`src/rtl/seq_gen.sv`:
```
// seq_gen: programmable WIDTH-bit value source with four modes: constant, wrapping ramp, saturating ramp and periodic ramp.
// Latency: every output is registered, and the first valid value appears one cycle after reset/init drops.
// Backpressure: none. seq_gen_in_disable freezes all state. Optional down-count port under `SEQ_GEN_DOWN_EN.
module seq_gen #(
    parameter int                WIDTH     = 32,
    parameter logic [WIDTH-1:0]  RST_VALUE = '0
) (
    input  logic             seq_gen_clk,
    input  logic             seq_gen_reset,
    input  logic             seq_gen_init,
    input  logic             seq_gen_in_disable,
    input  logic [1:0]       seq_gen_in_mode,
    input  logic [WIDTH-1:0] seq_gen_in_start,
    input  logic [WIDTH-1:0] seq_gen_in_step,
    input  logic [WIDTH-1:0] seq_gen_in_end,
`ifdef SEQ_GEN_DOWN_EN
    input  logic             seq_gen_in_dir,
`endif
    output logic [WIDTH-1:0] seq_gen_out_value,
    output logic             seq_gen_out_valid,
    output logic             seq_gen_out_last,
    output logic             seq_gen_out_done
);

    typedef enum logic [1:0] {
        ST_LOAD = 2'd0,
        ST_RUN  = 2'd1,
        ST_HOLD = 2'd2
    } state_t;

    localparam logic [1:0] MODE_CONST = 2'd0;
    localparam logic [1:0] MODE_WRAP  = 2'd1;
    localparam logic [1:0] MODE_SAT   = 2'd2;
    localparam logic [1:0] MODE_PER   = 2'd3;

    state_t           state_q, state_d;
    logic [WIDTH-1:0] value_q, value_d;
    logic             valid_q, valid_d;
    logic             last_q,  last_d;
    logic             done_q,  done_d;

    logic             reset_i;
    logic             dir_w;
    logic [WIDTH:0]   sum_w;
    logic [WIDTH:0]   diff_w;
    logic [WIDTH-1:0] next_w;
    logic             wrap_w;
    logic             term_w;

    assign reset_i = seq_gen_reset | seq_gen_init;

`ifdef SEQ_GEN_DOWN_EN
    assign dir_w = seq_gen_in_dir;
`else
    assign dir_w = 1'b0;
`endif

    // Compute the step arithmetic and the terminal test for the active direction.
    always_comb begin
        sum_w  = {1'b0, value_q} + {1'b0, seq_gen_in_step};
        diff_w = {1'b0, value_q} - {1'b0, seq_gen_in_step};
        if (dir_w) begin
            next_w = diff_w[WIDTH-1:0];
            // The top bit of the extended difference is the borrow out of the subtraction.
            wrap_w = diff_w[WIDTH];
            term_w = (value_q <= seq_gen_in_end) ||
                     ((value_q - seq_gen_in_end) < seq_gen_in_step);
        end else begin
            next_w = sum_w[WIDTH-1:0];
            wrap_w = sum_w[WIDTH];
            // Checking the remaining distance avoids overflow when value+step would pass end.
            term_w = (value_q >= seq_gen_in_end) ||
                     ((seq_gen_in_end - value_q) < seq_gen_in_step);
        end
    end

    // Compute next state and outputs. Priority: reset/init, then disable, then the mode logic.
    always_comb begin
        state_d = state_q;
        value_d = value_q;
        valid_d = valid_q;
        last_d  = 1'b0;
        done_d  = done_q;
        if (reset_i) begin
            state_d = ST_LOAD;
            value_d = RST_VALUE;
            valid_d = 1'b0;
            done_d  = 1'b0;
        end else if (seq_gen_in_disable) begin
            last_d = 1'b0;
        end else begin
            case (state_q)
                ST_LOAD: begin
                    value_d = seq_gen_in_start;
                    valid_d = 1'b1;
                    done_d  = 1'b0;
                    state_d = ST_RUN;
                end
                ST_RUN: begin
                    case (seq_gen_in_mode)
                        MODE_CONST: value_d = seq_gen_in_start;
                        MODE_WRAP: begin
                            value_d = next_w;
                            last_d  = wrap_w;
                        end
                        MODE_SAT: begin
                            if (term_w) begin
                                value_d = seq_gen_in_end;
                                last_d  = 1'b1;
                                done_d  = 1'b1;
                                state_d = ST_HOLD;
                            end else begin
                                value_d = next_w;
                            end
                        end
                        MODE_PER: begin
                            if (term_w) begin
                                value_d = seq_gen_in_start;
                                last_d  = 1'b1;
                            end else begin
                                value_d = next_w;
                            end
                        end
                        default: value_d = value_q;
                    endcase
                end
                ST_HOLD: begin
                    // Leaving saturation keeps the value for one edge, and the new mode applies on the following edge.
                    if (seq_gen_in_mode != MODE_SAT) begin
                        state_d = ST_RUN;
                        done_d  = 1'b0;
                    end
                end
                default: state_d = ST_LOAD;
            endcase
        end
    end

    // State and output registers.
    always_ff @(posedge seq_gen_clk) begin
        state_q <= state_d;
        value_q <= value_d;
        valid_q <= valid_d;
        last_q  <= last_d;
        done_q  <= done_d;
    end

    assign seq_gen_out_value = value_q;
    assign seq_gen_out_valid = valid_q;
    assign seq_gen_out_last  = last_q;
    assign seq_gen_out_done  = done_q;

endmodule
```
`config.mk`:
```
export PLATFORM = sky130hd
export DESIGN_NAME = seq_gen
export DESIGN_NICKNAME = d
export VERILOG_FILES = /design/src/rtl/seq_gen.sv
export SDC_FILE = /design/constraint.sdc
export NUM_CORES = 1
export LEC_CHECK = 0
export CORE_ASPECT_RATIO = 2
export CORE_MARGIN = 2
export CORE_UTILIZATION = 35
export DETAILED_ROUTE_END_ITERATION = 7
export HOLD_SLACK_MARGIN = 0.12
export PLACE_DENSITY_LB_ADDON = 0.12
export SLEW_MARGIN = 10
export SYNTH_ARGS = -nofsm -noshare
export SYNTH_HDL_FRONTEND = slang
export SYNTH_SLANG_ARGS = --single-unit
```
`constraint.sdc`:
```
create_clock -name seq_gen_clk -period 18.2 [get_ports seq_gen_clk]
set_input_delay 3.64 -clock seq_gen_clk [delete_from_list [all_inputs] [get_ports seq_gen_clk]]
set_output_delay 3.64 -clock seq_gen_clk [all_outputs]
set_load 0.01 [all_outputs]
```
# Yosys cells after proc, flatten, opt, wreduce, memory -nomap -nowiden
# Index checks and enable logic that the tools add are counted.
[op_classes] n_addsub=2 magnitude_cmp=2 n_eq_ne=9 mux=14 n_bitwise=3 n_reduce_logical=11
[op_table] op="case mux 32 bit (4 select lines)" count=1
[op_table] op="2-to-1 mux 32 bit" count=2
[op_table] op="case mux 32 bit (2 select lines)" count=1
[op_table] op="adder 32 x 32 -> 33 bit" count=1
[op_table] op=">= comparator 32 bit" count=1
[op_table] op="less-than comparator 32 bit" count=1
[op_table] op="subtractor 32 bit" count=1
[op_table] op="equality test 2 bit (second input constant)" count=3
[op_table] op="2-to-1 mux 2 bit" count=3
[op_table] op="inequality test 2 bit (second input constant)" count=3
[op_table] op="case mux 2 bit (3 select lines)" count=1
[op_table] op="AND reduction 5 bit" count=1
[op_table] op="equality test 2 x 1 -> 1 bit (second input constant)" count=2
[op_table] op="logical NOT 2 bit" count=2
[op_table] op="2-to-1 mux 1 bit" count=4
[op_table] op="AND reduction 2 bit" count=2
[op_table] op="AND reduction 4 bit" count=1
[op_table] op="case mux 1 bit (3 select lines)" count=1
[op_table] op="nonzero test 3 bit" count=1
[op_table] op="OR reduction 3 bit" count=1
[op_table] op="inequality test 2 x 1 -> 1 bit (second input constant)" count=1
[op_table] op="NOT 1 bit" count=2
[op_table] op="case mux 1 bit (2 select lines)" count=1
[op_table] op="nonzero test 2 bit" count=1
[op_table] op="3 further kinds" count=3
[totals] reg_bits=37 inputBits=102 out_inout_bits=35 word_cells=46

# Logic depth before layout (Yosys ltp)
# Gate-level depths: netlist of the first run.
[logic_depth] word_depth=6 depth_mapped=25 depth_no_buf=23

# Worst setup path after synthesis of the first run
# Ideal clock, no wire load.
[synth_path] path_type="input to register" startpoint="in seq_gen_in_end[4]" endpoint="reg value_q[23], in the netlist seq_gen_out_value[23]" setup_time_ns=0.139 t_arrival_ns=8.092 required_ns=18.061 slack_ns=9.969 stages=22 n_path_buf=2 path_cell_list="ha_1 > a21o_1 > or3_1 > o22a_1 > a21oi_1 > a211oi_1 > o41ai_2 > o31ai_1 > a21oi_1 > xnor2_1 > ha_1 > nand4_1 > nor4_1 > o311a_1 > nor4_2 > or4_4 > buf_6 > and3_4 > nand2b_4 > buf_6 > a221oi_2 > a221oi_1"
[synth_via] elab_chain_cells=6 word_cells_on_any_way=8 cone_classes="add/sub: 1; order compare: 2; mux: 4; reduce/logical: 1"
[synth_lines] element="start, declared" line="15" rtl="input logic [WIDTH-1:0] seq_gen_in_end,"
[synth_lines] element="subtractor 32 bit" line="73" rtl="((seq_gen_in_end - value_q) < seq_gen_in_step);"
[synth_lines] element="less-than comparator 32 bit" line="73"
[synth_lines] element="logical OR 1 bit *" line="72" rtl="term_w = (value_q >= seq_gen_in_end) ||"
[synth_lines] element="2-to-1 mux 32 bit, on equally long branches" line="117, 107"
[synth_lines] element="case mux 32 bit (4 select lines) *" line="100" rtl="case (seq_gen_in_mode)"
[synth_lines] element="case mux 32 bit (2 select lines) *" line="92" rtl="case (state_q)"
[synth_lines] element="end signal, assigned" line="142" rtl="value_q <= value_d;"
[synth_lines] element="end, declared" line="37" rtl="logic [WIDTH-1:0] value_q, value_d;"
# Every way passes the cells marked *; elsewhere a longest branch is shown, timed or not.
# A chain may end at the register's enable or synchronous reset.

# Worst setup path in the final report of the first run
[layout_path] startpoint="in seq_gen_in_end[0]" endpoint="reg value_q[18], in the netlist seq_gen_out_value[18]"
# Same word-level chain as after synthesis.

==> impl_metrics.toml, run 1 <==
[detailed_routing]
wirelength_um = 24220
vias = 6923
vias_per_cell = 5.953
route.detailed.drc = 0
drt_iter0_markers = 393
wire_per_inst_um = 20.83
dr.pass1.iters = 5
antenna_left = 0

[power]
total_power_uw = 400.9
vdd_ir_drop_max_mv = 0.03210
power_density_mw_per_mm2 = 51.37
leakagePower_nw = 3.202

[floorplan]
design.portCount = 137
core_mm2 = 0.01719
dieArea_mm2 = 0.01856
row_count = 68
die_x_um = 97.34
start_util_pct = 35.48
die_h_um = 190.7

[place]
gp_congestion = 0.8789
dp_hpwl_um = 19310
port_buffers = 136

[setup_path]
reg2reg_setup_slack_ns = 11.99
worstReg2RegEnd = "seq_gen_out_value[18]$_SDFFE_PP0P_"
worstRegToRegCells = 23
start_kind = "input port"
required_ns = 18.41
criticalPathCategory = "input port to flip-flop"
crit_fanout = 19
cp-end-kind = "flip-flop"
cp-startpoint = "seq_gen_in_end[0]"
crit_arrival_ns = 9.80
crit_end = "seq_gen_out_value[18]$_SDFFE_PP0P_"
r2r_start = "seq_gen_out_value[1]$_SDFFE_PP0P_"

[yosys]
syn_area_mm2 = 0.006098
synth-adder-area-share_pct = 20.15
synth_top_area_share_pct = 19.49
synth_area_per_cell_um2 = 7.356
synth_simple_gate_area_share_pct = 16.23
syn_inst = 829
synth_ff_type = "dfxtp_1"
synth_top_area_cell = "ha_1"
synth_xor_area_share_pct = 7.899
yosysUniqueCellTypes = 72
synth_compound_area_share_pct = 36.09
synth.yosys.seq_area_share_pct = 12.15
muxShareOfSynthArea_pct = 0.3283
synth-async-reset-ratio_pct = 0
synth-edff-count = 0
synth_seq_cells = 37
synth_top_family_by_area = "compound AO/OA/AOI/OAI gates"
syn_nets = 1028
yosysWarnings = 0
synth.area.top_cells = "ha_1, dfxtp_1, a21oi_1"

[sta]
finClkSkew_ns = 0.003636
final-hold-violation-count = 0
slew_headroom_pct = 29.34
setup_violations = 0
final.setup.tns_ns = 0
worst_pin_slew_ns = 1.056
fin_crit_ns = 9.584
post-route-period-util_pct = 52.66
rsz0062_at_grt = "false"
finalMaxSlewViolations = 0
clock.fmax_mhz = 104.3
hold_ws_ns = 0.4769

[finish]
drive_gt1_share_pct = 3.778
area_growth_pct = 27.99
fin_util_pct = 45.41
final_nets = 1151
n_antenna_cell = 0

[clocking]
cts_root_buf = "clkbuf_16"
cts_resized = 0
clkTransAtPathRegs_ns = 0.06
insertion_delay_ns = 0.29
cts_tree = "yes"
clock_path_buffers = 2
hold_buffers = 0
cts_setup_buffers = 0
clock_sinks = 37
htree_num_levels = 2
numCtsBuffers = 5

[flow_run]
maxCapViolations = 0

[outcome]
outcome = "completed"

[hold_path]
hp-class = "flip-flop to flip-flop"
hp-start = "seq_gen_out_valid$_SDFFE_PP0P_"
hold_path_depth = 2

[grt]
grt_max_degree = 38
grt_pass1_vias = 7213
grt_usage_pct = 25.72
antenna_found_initial = 0
grt_pass1_wl_um = 37620
grt-ovfl-total = 0
-- critical path, cell delays in order --
cell,delay (ns)
clkdlybuf4s50_1,0.50
inv_1,0.05
ha_1,0.22
fa_1,0.41
nor2b_1,0.17
o2111ai_1,0.19
a21oi_2,0.23
nor4_1,0.09
o31ai_1,0.54
a41oi_1,0.24
nand2b_1,0.16
a31o_2,0.16
a21oi_1,0.07
xnor2_1,0.14
ha_1,0.29
nand4_1,0.13
nor4_1,0.36
o311a_1,0.25
nor4_2,0.05
or4_4,0.57
o21ai_2,0.66
buf_4,0.32
nor2b_1,0.14
a21oi_1,0.04
o211ai_1,0.16
-- registers in the layout, summed over array words and instances (netlist names) --
name	flops
seq_gen_out_valid	1
state_q	2
seq_gen_out_done	1
seq_gen_out_value	32
seq_gen_out_last	1
-- metrics by stage --
step	area (um2)	worst slack (ns)	instances
5_1_grt	7805	8.116	1163
2_1_floorplan	6098	9.969	829
3_3_place_gp	7647	8.554	1155
6_report	7805	8.616	1163
4_1_cts	7805	8.690	1163
3_5_place_dp	7647	8.394	1155
-- metal layers --
layer	GRT usage, %	routed length [um]	vias to the layer above
met5	0	0	-
met2	51.34	13430	211
li1	-	-	3352
met3	2.346	897	79
met1	25.10	8472	3281
met4	15.01	1416	0
-- how the worst min path moves through the flow --
stage                                               endpoint  slack [ns]
after floorplan           seq_gen_out_value[20]$_SDFFE_PP0P_        0.50
after global placement        seq_gen_out_valid$_SDFFE_PP0P_        0.45
after detailed placement      seq_gen_out_valid$_SDFFE_PP0P_        0.47
after CTS                     seq_gen_out_valid$_SDFFE_PP0P_        0.48
after global routing      seq_gen_out_value[29]$_SDFFE_PP0P_        0.52
final                         seq_gen_out_valid$_SDFFE_PP0P_        0.48
-- placed cells by master (no fill, tap or decap), types with 5 or more instances in the layout --
cell	count
dfxtp_1	37
nand4_1	10
a21oi_1	88
nor2_1	39
xnor2_1	36
buf_4	6
a211oi_1	16
o211ai_1	8
clkbuf_16	5
a21o_1	26
o21ai_1	16
nand2_1	65
nand2b_1	11
clkdlybuf4s50_1	136
xor2_1	19
o21ai_0	53
a22oi_1	7
a31oi_1	6
inv_1	83
ha_1	95
a221oi_1	23
o31ai_1	11
nor3_1	12
o2111ai_1	5
nor2b_1	13
nand3_1	23
o21bai_1	7
o21a_1	13
-- final cells by class --
cell class                      instances  area [um2]
Fill cell                            1804        9382
Multi-Input combinational cell        683        4926
Timing Repair Buffer                  142        1406
Sequential cell                        37       740.7
Inverter                               83       311.5
Tap cell                              210       262.8
Clock buffer                            7       152.6
Clock inverter                          1       5.005
-- power breakdown --
part	switching, mW	internal (mW)	leakage [nW]
Sequential	0.00425	0.0843	0.302
Clock	0.0407	0.0583	0.0799
Combinational	0.118	0.0950	2.82
-- synth_stat cells, types with 12 or more instances --
master / number
xnor2_1: 36
o21ai_1: 16
a21o_1: 26
nor2_1: 41
a211oi_1: 16
a21oi_1: 88
dfxtp_1: 37
nor3_1: 12
o21ai_0: 53
nor2b_1: 13
o21a_1: 13
clkbuf_1: 17
ha_1: 95
xor2_1: 19
inv_1: 83
nand2_1: 65
a221oi_1: 23
nand3_1: 23
-- cell families after synthesis --
family	Yosys count
adders and majority gates	97
DFF	37
buffers and inverters	109
muxes	2
AOI/OAI and AO/OA	328
and+or+nand+nor	201
xor gates and xnor gates	55
Power figures use the tool's default switching activity.
==> inputs of run 2 (changes only) <==
==> constraint.sdc (replaced) <==
create_clock -name seq_gen_clk -period 7.88 [get_ports seq_gen_clk]
set_input_delay 1.576 -clock seq_gen_clk [delete_from_list [all_inputs] [get_ports seq_gen_clk]]
set_output_delay 1.576 -clock seq_gen_clk [all_outputs]
set_load 0.01 [all_outputs]
==> run 2 against run 1 <==
  * Core utilization is 0.15 points higher
  * Final cell count hardly changed
  * Routed wire length is 0.45% higher
  * Global-route usage is 0.33 points lower
  * Register-to-register slack worse by 10 ns
  * Die area stayed put
  * Sequential power is 130% higher
  * Via count is 1.2% lower
  * First-iteration DRC count is 18% lower
==> impl_metrics.toml, run 2 (same netlist as run 1, synthesis figures left out) <==
[hold_path]
hold_path_depth = 2
hp-class = "flip-flop to flip-flop"
hp-start = "seq_gen_out_valid$_SDFFE_PP0P_"
hold_end = "seq_gen_out_valid$_SDFFE_PP0P_"

[place]
port_buffers = 136
postPlaceCellArea_mm2 = 0.007655
dp_hpwl_um = 19810
pre_cts_slack_ns = 0.3393
gp_congestion = 0.8740

[clocking]
insertion_delay_ns = 0.29
numCtsBuffers = 5
cts_setup_buffers = 0
htree_num_levels = 2
hold_buffers = 0
cts_tree = "yes"
clock_path_buffers = 2
clock_sinks = 37
cts_root_buf = "clkbuf_16"
clkTransAtPathRegs_ns = 0.07
cts_resized = 0

[setup_path]
crit_family = "compound AO/OA/AOI/OAI gates"
criticalPathCategory = "input port to flip-flop"
r2r_start = "seq_gen_out_value[1]$_SDFFE_PP0P_"
reg2reg_setup_slack_ns = 1.84
cp_slowest_stage_delay_ns = 0.57
worstRegToRegCells = 22
start_kind = "input port"
cp-end-kind = "flip-flop"
crit_buf_inv = 1
path_cells = "clkdlybuf4s50_1 -> ha_1 -> a21o_1 -> or3_1 -> o22a_1 -> a21oi_1 -> a211oi_1 -> o41ai_2 -> o31ai_1 -> a21oi_1 -> xnor2_1 -> ha_1 -> nand4_1 -> nor4_1 -> o311a_1 -> nor4_2 -> or4_4 -> and3_4 -> nand2b_4 -> a221oi_1 -> a221oi_1"
crit_fanout = 19
crit_path_top_delay_cell = "or4_4"
crit_arrival_ns = 7.40
required_ns = 8.00
worstReg2RegEnd = "seq_gen_out_value[22]$_SDFFE_PP0P_"

[grt]
gr-max-usage-layer = "met2"
grt_pass1_vias = 7192
antenna_found_initial = 0
grt_pass1_wl_um = 37250
grt-ovfl-total = 0
met1_usage_pct = 24.95
grt_usage_pct = 25.38
use_met3_pct = 1.686
met2_usage_pct = 50.61
grt_max_degree = 39

[detailed_routing]
dr.pass1.iters = 5
antenna_left = 0
vias_per_cell = 5.878
route.detailed.drc = 0
wire_per_inst_um = 20.90
wirelength_um = 24330
drt_iter0_markers = 323
vias = 6842

[finish]
final_nets = 1152
design_area_mm2 = 0.007831
final_cell_mix = "clkdlybuf4s50_1, ha_1, a21oi_1, inv_1, nand2_1"
fin_util_pct = 45.57
drive_gt1_share_pct = 3.878
largest_reg_flops = 32
n_antenna_cell = 0
area_growth_pct = 28.42
final_common_cell = "clkdlybuf4s50_1"

[power]
power_density_mw_per_mm2 = 121.6
leakagePower_nw = 3.210
vdd_ir_drop_max_mv = 0.08501
total_power_uw = 952.7

[floorplan]
core_mm2 = 0.01719
die_x_um = 97.34
design.portCount = 137
dieArea_mm2 = 0.01856
die_h_um = 190.7
start_util_pct = 35.48
row_count = 68

[sta]
final-hold-violation-count = 0
worst_pin_slew_ns = 1.044
slew_headroom_pct = 30.33
post-route-period-util_pct = 92.32
final.setup.tns_ns = 0
rsz0062_at_grt = "false"
setup_violations = 0
finalMaxSlewViolations = 0
clock.fmax_mhz = 137.5
fin_ws_ns = 0.6055
fin_crit_ns = 7.274
finClkSkew_ns = 0.01174

[flow_run]
maxCapViolations = 0

[outcome]
outcome = "completed"
==> run 2: cell types whose count changed in the layout (fill, tap and decap cells not counted) <==
cell	change
clkinvlp_4	+1
clkbuf_8	-1
buf_4	+1
bufinv_16	+1
clkinv_2	-1
==> run 2: how the worst max path moves through the flow <==
stage                      startpoint                                 end  depth (start not counted)
floorplan           seq_gen_in_end[4]  seq_gen_out_value[23]$_SDFFE_PP0P_                         22
global placement    seq_gen_in_end[0]  seq_gen_out_value[22]$_SDFFE_PP0P_                         24
detailed placement  seq_gen_in_end[0]  seq_gen_out_value[22]$_SDFFE_PP0P_                         24
CTS                 seq_gen_in_end[4]  seq_gen_out_value[22]$_SDFFE_PP0P_                         21
global route        seq_gen_in_end[0]  seq_gen_out_value[22]$_SDFFE_PP0P_                         24
finish              seq_gen_in_end[4]  seq_gen_out_value[22]$_SDFFE_PP0P_                         21
==> run 2: final cells by class <==
type,count,area (um2)
clock inverter,2,37.54
sequential,37,740.7
multi-input combinational,683,4926
fill,1775,9355
tap,210,262.8
clock buffer,6,138.9
timing repair buffer,143,1414
inverter,83,311.5
==> run 2: layer usage <==
| layer | part of all wire [%] | routed length, um | vias up |
|---|---|---|---|
| li1 | - | - | 3348 |
| met1 | 36 | 8659 | 3190 |
| met2 | 54 | 13250 | 228 |
| met3 | 3.5 | 844 | 76 |
| met4 | 6.5 | 1571 | 0 |
| met5 | 0 | 0 | - |
==> run 2: worst register-to-register path, delay by kind of cell, from the launching register on <==
kind / cells / cell delay (ns)
AO/OA/AOI/OAI: 11 / 2.75
AND/OR/NAND/NOR: 7 / 1.85
adder cells (fa/ha/maj): 2 / 0.59
flip-flops: 1 / 0.48
buffers and inverters: 1 / 0.13
XOR/XNOR: 1 / 0.08
==> run 2: power breakdown <==
group / internal, mW / leakage, nW / switching, mW
clock network: 0.158 / 0.0831 / 0.0943
logic: 0.221 / 2.83 / 0.274
registers: 0.195 / 0.302 / 0.0101
total: 0.574 / 3.21 / 0.378
==> run 2: metrics by stage <==
stage | hold WS [ns] | std cells
floorplan | 0.4977 | 829
global placement | 0.4534 | 1156
detailed placement | 0.4682 | 1156
CTS | 0.4845 | 1164
global route | 0.5130 | 1164
finish | 0.4832 | 1164
